[config.mk]
export PLATFORM = sky130hd
export DESIGN_NAME = vector_mem_sequencer
export DESIGN_NICKNAME = d
export VERILOG_FILES = /design/src/rtl/vector_mem_sequencer.sv
export SDC_FILE = /design/constraint.sdc
export NUM_CORES = 1
export LEC_CHECK = 0
export BUFFER_PORTS_ARGS = -buffer_cell sky130_fd_sc_hd__buf_4
export CAP_MARGIN = 0
export CORE_ASPECT_RATIO = 1.2
export CORE_UTILIZATION = 45
export CTS_CLUSTER_DIAMETER = 100
export DETAILED_ROUTE_END_ITERATION = 7
export GPL_ROUTABILITY_DRIVEN = 0
export PLACE_DENSITY = 0.79
export REMOVE_ABC_BUFFERS = 1
export SLEW_MARGIN = 10
export SYNTH_ARGS = -nofsm -noshare
export SYNTH_HDL_FRONTEND = slang
export SYNTH_SLANG_ARGS = --single-unit
[constraint.sdc]
create_clock -name clk -period 15.6 [get_ports clk]
set_clock_uncertainty 0.05 [all_clocks]
set_input_delay 1.56 -clock clk [delete_from_list [all_inputs] [get_ports clk]]
set_output_delay 1.56 -clock clk [all_outputs]
set_load 0.02 [all_outputs]
[src/rtl/vector_mem_sequencer.sv]
// Vector memory sequencer: splits one VEC_W-bit load/store into LANES word
// transactions on the shared data-memory port, stalls the pipeline while busy
// and assembles load data into a full vector.
// Optional feature macro: VSEQ_STRIDE_EN adds a per-request byte stride input.
module vector_mem_sequencer #(
  parameter int unsigned VEC_W  = 128,
  parameter int unsigned WORD_W = 32,
  parameter int unsigned ADDR_W = 32
) (
  input  logic              clk,
  input  logic              rst,
  input  logic              req_valid,
  input  logic              req_store,
  input  logic [ADDR_W-1:0] req_addr,
  input  logic [VEC_W-1:0]  req_vector,
`ifdef VSEQ_STRIDE_EN
  input  logic [ADDR_W-1:0] req_stride,
`endif
  output logic              req_ready,
  output logic              stall_cpu,
  output logic [ADDR_W-1:0] mem_addr,
  output logic [WORD_W-1:0] mem_wdata,
  output logic              mem_wen,
  output logic              mem_ren,
  input  logic [WORD_W-1:0] mem_rdata,
  output logic [VEC_W-1:0]  ld_vector,
  output logic              ld_valid,
  output logic              st_done
);

  localparam int unsigned Lanes = VEC_W / WORD_W;
  localparam int unsigned CntW  = (Lanes > 1) ? $clog2(Lanes) : 1;
  localparam logic [CntW-1:0] LastLane = CntW'(Lanes - 1);

  typedef enum logic [2:0] {
    StIdle,
    StSt,
    StLd,
    StLdTail,
    StDone
  } state_e;

  state_e              state_q, state_d;
  logic [CntW-1:0]     cnt_q, cnt_d;
  logic [ADDR_W-1:0]   addr_q, addr_d;
  logic [VEC_W-1:0]    buf_q, buf_d;
  logic                store_q, store_d;
  logic [VEC_W-1:0]    ld_vector_q, ld_vector_d;
  logic [ADDR_W-1:0]   stride;
  logic                accept;
  logic                busy;

`ifdef VSEQ_STRIDE_EN
  logic [ADDR_W-1:0]   stride_q, stride_d;
  assign stride = stride_q;
`else
  localparam logic [ADDR_W-1:0] Step = ADDR_W'(WORD_W / 8);
  assign stride = Step;
`endif

  assign req_ready = (state_q == StIdle) || (state_q == StDone);
  assign accept    = req_valid && req_ready;
  assign busy      = (state_q == StSt) || (state_q == StLd) || (state_q == StLdTail);

  // Next-state: addr_q runs ahead by one stride per issued lane. buf_q holds
  // store data shifted down one lane per write, or load data shifted in from
  // the top so lane 0 ends up at the bottom after LANES captures.
  always_comb begin
    state_d     = state_q;
    cnt_d       = cnt_q;
    addr_d      = addr_q;
    buf_d       = buf_q;
    store_d     = store_q;
    ld_vector_d = ld_vector_q;
`ifdef VSEQ_STRIDE_EN
    stride_d    = stride_q;
`endif
    unique case (state_q)
      StIdle, StDone: begin
        state_d = StIdle;
        if (accept) begin
          state_d = req_store ? StSt : StLd;
          cnt_d   = '0;
          addr_d  = req_addr;
          buf_d   = req_vector;
          store_d = req_store;
`ifdef VSEQ_STRIDE_EN
          stride_d = req_stride;
`endif
        end
      end
      StSt: begin
        buf_d  = buf_q >> WORD_W;
        addr_d = addr_q + stride;
        cnt_d  = cnt_q + CntW'(1);
        if (cnt_q == LastLane) begin
          state_d = StDone;
          cnt_d   = '0;
        end
      end
      StLd: begin
        addr_d = addr_q + stride;
        cnt_d  = cnt_q + CntW'(1);
        // Read data lags the strobe by one cycle, so lane 0 arrives at cnt 1.
        if (cnt_q != '0) begin
          buf_d = {mem_rdata, buf_q[VEC_W-1:WORD_W]};
        end
        if (cnt_q == LastLane) begin
          state_d = StLdTail;
          cnt_d   = '0;
        end
      end
      StLdTail: begin
        // Publish only when complete so ld_vector never shows a partial load.
        ld_vector_d = {mem_rdata, buf_q[VEC_W-1:WORD_W]};
        state_d     = StDone;
      end
      default: state_d = StIdle;
    endcase
  end

  // State and datapath registers, asynchronously cleared.
  always_ff @(posedge clk or posedge rst) begin
    if (rst) begin
      state_q     <= StIdle;
      cnt_q       <= '0;
      addr_q      <= '0;
      buf_q       <= '0;
      store_q     <= 1'b0;
      ld_vector_q <= '0;
`ifdef VSEQ_STRIDE_EN
      stride_q    <= '0;
`endif
    end else begin
      state_q     <= state_d;
      cnt_q       <= cnt_d;
      addr_q      <= addr_d;
      buf_q       <= buf_d;
      store_q     <= store_d;
      ld_vector_q <= ld_vector_d;
`ifdef VSEQ_STRIDE_EN
      stride_q    <= stride_d;
`endif
    end
  end

  // Outputs decoded from state; memory bus is driven to zero when idle.
  always_comb begin
    stall_cpu = busy || accept;
    mem_wen   = (state_q == StSt);
    mem_ren   = (state_q == StLd);
    mem_addr  = '0;
    mem_wdata = '0;
    if (mem_wen || mem_ren) begin
      mem_addr = addr_q;
    end
    if (mem_wen) begin
      mem_wdata = buf_q[WORD_W-1:0];
    end
    st_done   = (state_q == StDone) && store_q;
    ld_valid  = (state_q == StDone) && !store_q;
    ld_vector = ld_vector_q;
  end

endmodule

# == After elaboration in Yosys (flattened, before gate mapping) ==
# Index checks and enable logic that the tools add are counted.
# word_totals
regBits,294
input_bits,196
wordCells,50
out_inout_bits,198
# classes
reduce_logical,18
addsub,2
n_eq_ne,9
muxes,15
# op_table
op,count
$pmux W128 S3,1
$mux W128,2
$mux W32,3
$pmux W32 S2,1
$add A32 B3 Y32 const B,1
$pmux W3 S4,1
$mux W2,4
$eq A3 B2 Y1 const B,2
$mux W3,2
$ne A2 B1 Y1 const B,3
$reduce_and A2 Y1,3
$logic_or A1 B1 Y1,4
$pmux W2 S2,1
$reduce_bool A2 Y1,2
$reduce_or A2 Y1,2
$eq A3 B1 Y1 const B,1
$eq A3 B3 Y1 const B,1
$logic_and A1 B1 Y1,3
$logic_not A3 Y1,1
$reduce_and A3 Y1,1
$reduce_bool A3 Y1,1
$add A2 B1 Y2 const B,1
$eq A2 B2 Y1 const B,1
$ne A2 B2 Y1 const B,1
$logic_not A1 Y1,1

# == Longest topological paths before layout ==
# depth
ltp_word,5
mapped_depth,10
depth_no_buf,6

# == Worst setup path before layout ==
# OpenSTA, ideal clock, no wires.
# synth_path
path_kind,in2out
startpoint,in req_valid
endpoint,out stall_cpu
t_required_ns,13.990
setup_slack_ns,12.042
path_stages,2
arrival_time_ns,1.948
path_buffers,0
cell_sequence,nand2_1 o21ai_0
# synth_via
elab_chain_cells,2
# synth_lines
element,line_no,text
start: declaration,12,"input logic req_valid,"
$logic_and A1 B1 Y1,62,assign accept = req_valid && req_ready;
$logic_or A1 B1 Y1,149,stall_cpu = busy || accept;
end: declaration,20,"output logic stall_cpu,"
# Every way passes these cells.

# == Worst setup path after layout ==
# layout_path
startpoint,reg state_q[0]
endpoint,out mem_addr[18]
# layout_via
elab_chain_cells,3
word_cells_on_any_way,4
classes_between,eq/ne (2); mux (1); reduce/logical (1)
# layout_lines
element,line_no,text
start: declaration,43,"state_e state_q, state_d;"
start signal: assignment,125,state_q <= StIdle;
start signal: assignment,135,state_q <= state_d;
$eq A3 B1 Y1 / $eq A3 B2 Y1 (equally long branches),"150, 151",
$logic_or A1 B1 Y1 (*),154,if (mem_wen || mem_ren) begin
$mux W32 (*),154,
end: declaration,21,"output logic [ADDR_W-1:0] mem_addr,"
# Mark *: on every way between the ends. The rest lies on a longest branch, timed or not.

==> flow_metrics.tcl <==
set metrics [dict create \
    cts.repair.resized 0 \
    grt_antenna_before_repair 2 \
    rows 68 \
    fp.coreArea_um2 28840 \
    yosys-top-cells-area "dfrtp_1, mux2_2, mux2i_1" \
    yosys-top-cells-count "dfrtp_1, nand2_1, mux2_2, mux2i_1, o21ai_0" \
    synth_fa_ha_area_share_pct 0.2839 \
    start_kind "flop" \
    grt_max_degree 158 \
    ys_seq_area_share_pct 55.64 \
    synth-xor-area-share_pct 0.2650 \
    area_growth_pct 31.35 \
    cp_slowest_cell "or2_2" \
    r2r.worst_path.cells 7 \
    worstPathArrival_ns 3.40 \
    die_h_um 189.8 \
    grt_pass1_vias 10330 \
    clock_path_buffers 3 \
    hold_viol 0 \
    hold-worst-slack_ns 0.4256 \
    gr-total-overflow 0 \
    crit_chain "nor3b_4 > buf_4 > or2_2 > nand2_1 > inv_1 > buf_4" \
    worstReg2RegEnd "buf_q[35]" \
    place_inst 1873 \
    grt_first_pass_wirelength_mm 54.98 \
    synth_edf_count 0 \
    fmax_ghz 0.1996 \
    synth_cell_type_count 52 \
    dr.pass1.iters 5 \
    ant_nets 0 \
    crit_fanout 59 \
    setup_tns_ns 0 \
    yosys.area_share.simple_pct 10.83 \
    cts_setup_buffers 0 \
    synth_compound_gate_area_share_pct 10.65 \
    synth_top_family_by_area "multiplexers" \
    pwr-share-seq_pct 33.3 \
    pwr-share-comb_pct 48.8 \
    clockRootBuffer "clkbuf_16" \
    via_per_inst 5.278 \
    fin_crit_ns 5.010 \
    holdBufCountCts 0 \
    synthArstFlopShare_pct 100.0 \
    power.density_nw_per_um2 241.7 \
    clk_latency_ns 0.56 \
    r2r_start "state_q[0]" \
    drive_gt1_share_pct 38.81 \
    crit_required_ns 13.99 \
    power.switching_uw 1741 \
    cts_tree "yes" \
    clkSinkCount 294 \
    fin_cells 1933 \
    worst-r2r-setup-slack_ns 11.90 \
    ys_seq_elements 294 \
    min_path_type "flop to flop" \
    p_sw_share_pct 41.45 \
    worst_slew_pin_slew_ns 1.151 \
    irDropWorstVdd_mv 0.1317 \
    grt_usage_pct 23.17 \
    drt_iter0_markers 615 \
    synth_top_area_share_pct 55.64 \
    yosys.area.top_type "dfrtp_1" \
    h-tree-depth 1 \
    die_w_um 158.5 \
    setup_ws_ns 10.59 \
    cap_viol_max_count 0 \
    dieArea_um2 30080 \
    io_buffers 393 \
    synthMuxAreaShare_pct 18.48 \
    relSlewSlack_pct 23.26 \
    synth_most_common_cell "dfrtp_1" \
    endpoint_kind "output port" \
    io_pins 394 \
    fill_cells 2347 \
    crit_start "state_q[0]" \
    avgSynthCellArea_um2 11.30 \
    routedWlPerCell_um 18.29 \
    initial_utilization_pct 45.84 \
    crit_end "mem_addr[18]" \
    path_class "flop to output port" \
    cp_common_cell "buf_4" \
    slew_violations 0 \
    numCtsBuffers 31 \
    ys.flop_type "dfrtp_1" \
    place_ws_ns 11.11 \
    hpwl_mm 23.90 \
    vias 10200 \
    yosysWarningCount 0 \
    wirelength_mm 35.35 \
    pwr-share-clk_pct 17.9 \
    fin_crit_sh_pct 32.11 \
    finalSetupViolCount 0 \
    post-route-util_pct 60.22 \
    rsz0062_at_grt "no" \
    drcViolationCount 0 \
    p_int_uw 2458 \
    p_leak_uw 0.008589 \
    syn_inst 1170 \
    max_stage_delay_ns 0.82 \
    status "completed" \
    cts.clk_slew.worst_paths_ns 0.06 \
    synth.cell_area_um2 13220 \
    nets 1720 \
]
==> critical path: cells and delay by family (launching register included) <==
family                 cells  cell delay (ns)
and+or+nand+nor            3             1.61
buffers and inverters      3             0.63
DFF                        1             0.57
==> kinds of logic (layout without fill, tap and decap cells) <==
| group | count (synthesis) | after routing |
|---|---|---|
| other | 0 | 2 |
| multiplexers | 228 | 228 |
| AND/OR/NAND/NOR | 305 | 305 |
| XOR/XNOR | 4 | 4 |
| adder cells (fa/ha/maj) | 3 | 3 |
| flip-flops | 294 | 294 |
| buffers and inverters | 98 | 474 |
| AO/OA/AOI/OAI | 238 | 238 |
==> state kept, by name, summed over array words and instances (netlist names) <==
signal / count
cnt_q: 2
store_q: 1
ld_vector: 128
addr_q: 32
buf_q: 128
state_q: 3
==> worst min-delay path by stage <==
stage          startpoint   endpoint  slack (ns)  cells after the start
4_1_cts         addr_q[0]  addr_q[0]        0.43                      2
3_3_place_gp    addr_q[0]  addr_q[0]        0.41                      2
2_1_floorplan   addr_q[0]  addr_q[0]        0.39                      2
3_5_place_dp    addr_q[0]  addr_q[0]        0.41                      2
5_1_grt          buf_q[1]   buf_q[1]        0.45                      2
6_report        buf_q[23]  buf_q[23]        0.43                      2
==> final cells by class <==
class / instances / area [µm²] / share of cell area, %
tap: 385 / 481.7 / 2.774
timing repair buffer: 405 / 3040 / 17.51
clock inverter: 19 / 191.4 / 1.102
antenna: 2 / 5.005 / 0.02882
multi-input combinational: 778 / 5388 / 31.02
sequential: 294 / 7357 / 42.36
clock buffer: 39 / 855.8 / 4.928
inverter: 11 / 48.80 / 0.2810
==> cell usage in the layout (no fill, tap or decap), types with 4 or more instances in the layout <==
cell	n
o22ai_1	5
a2bb2oi_1	5
mux2i_1	99
nand4_1	12
nand2_1	167
clkbuf_16	31
o21ai_0	97
dfrtp_1	294
nor2_1	30
clkinv_2	9
clkbuf_8	5
buf_4	405
o22a_1	5
and3_1	8
a21oi_1	21
nand3_1	13
mux2_2	129
o21ai_1	47
a22oi_1	41
clkinvlp_4	4
inv_1	10
and2_1	56
==> power by group through the flow <==
stage / registers (µW) / logic (µW) / clock network [µW]
5_1_grt: 1450 / 2240 / 798
2_1_floorplan: 1540 / 1310 / 0
6_report: 1400 / 2050 / 750
3_3_place_gp: 1380 / 2010 / 0
4_1_cts: 1400 / 2070 / 768
3_5_place_dp: 1410 / 2060 / 0
==> per-layer routing <==
metal / global-route usage [%] / wire, µm
met5: 0 / 0
met4: 10.69 / 1550
met3: 5.011 / 2428
met2: 38.92 / 17490
met1: 28.27 / 13880
==> stage by stage <==
step / power (µW) / cell area [µm²]
3_5_place_dp: 3473 / 16320
4_1_cts: 4238 / 17360
2_1_floorplan: 2847 / 12750
6_report: 4199 / 17370
3_3_place_gp: 3395 / 16320
5_1_grt: 4481 / 17370
(Power assumes the default switching activity.)
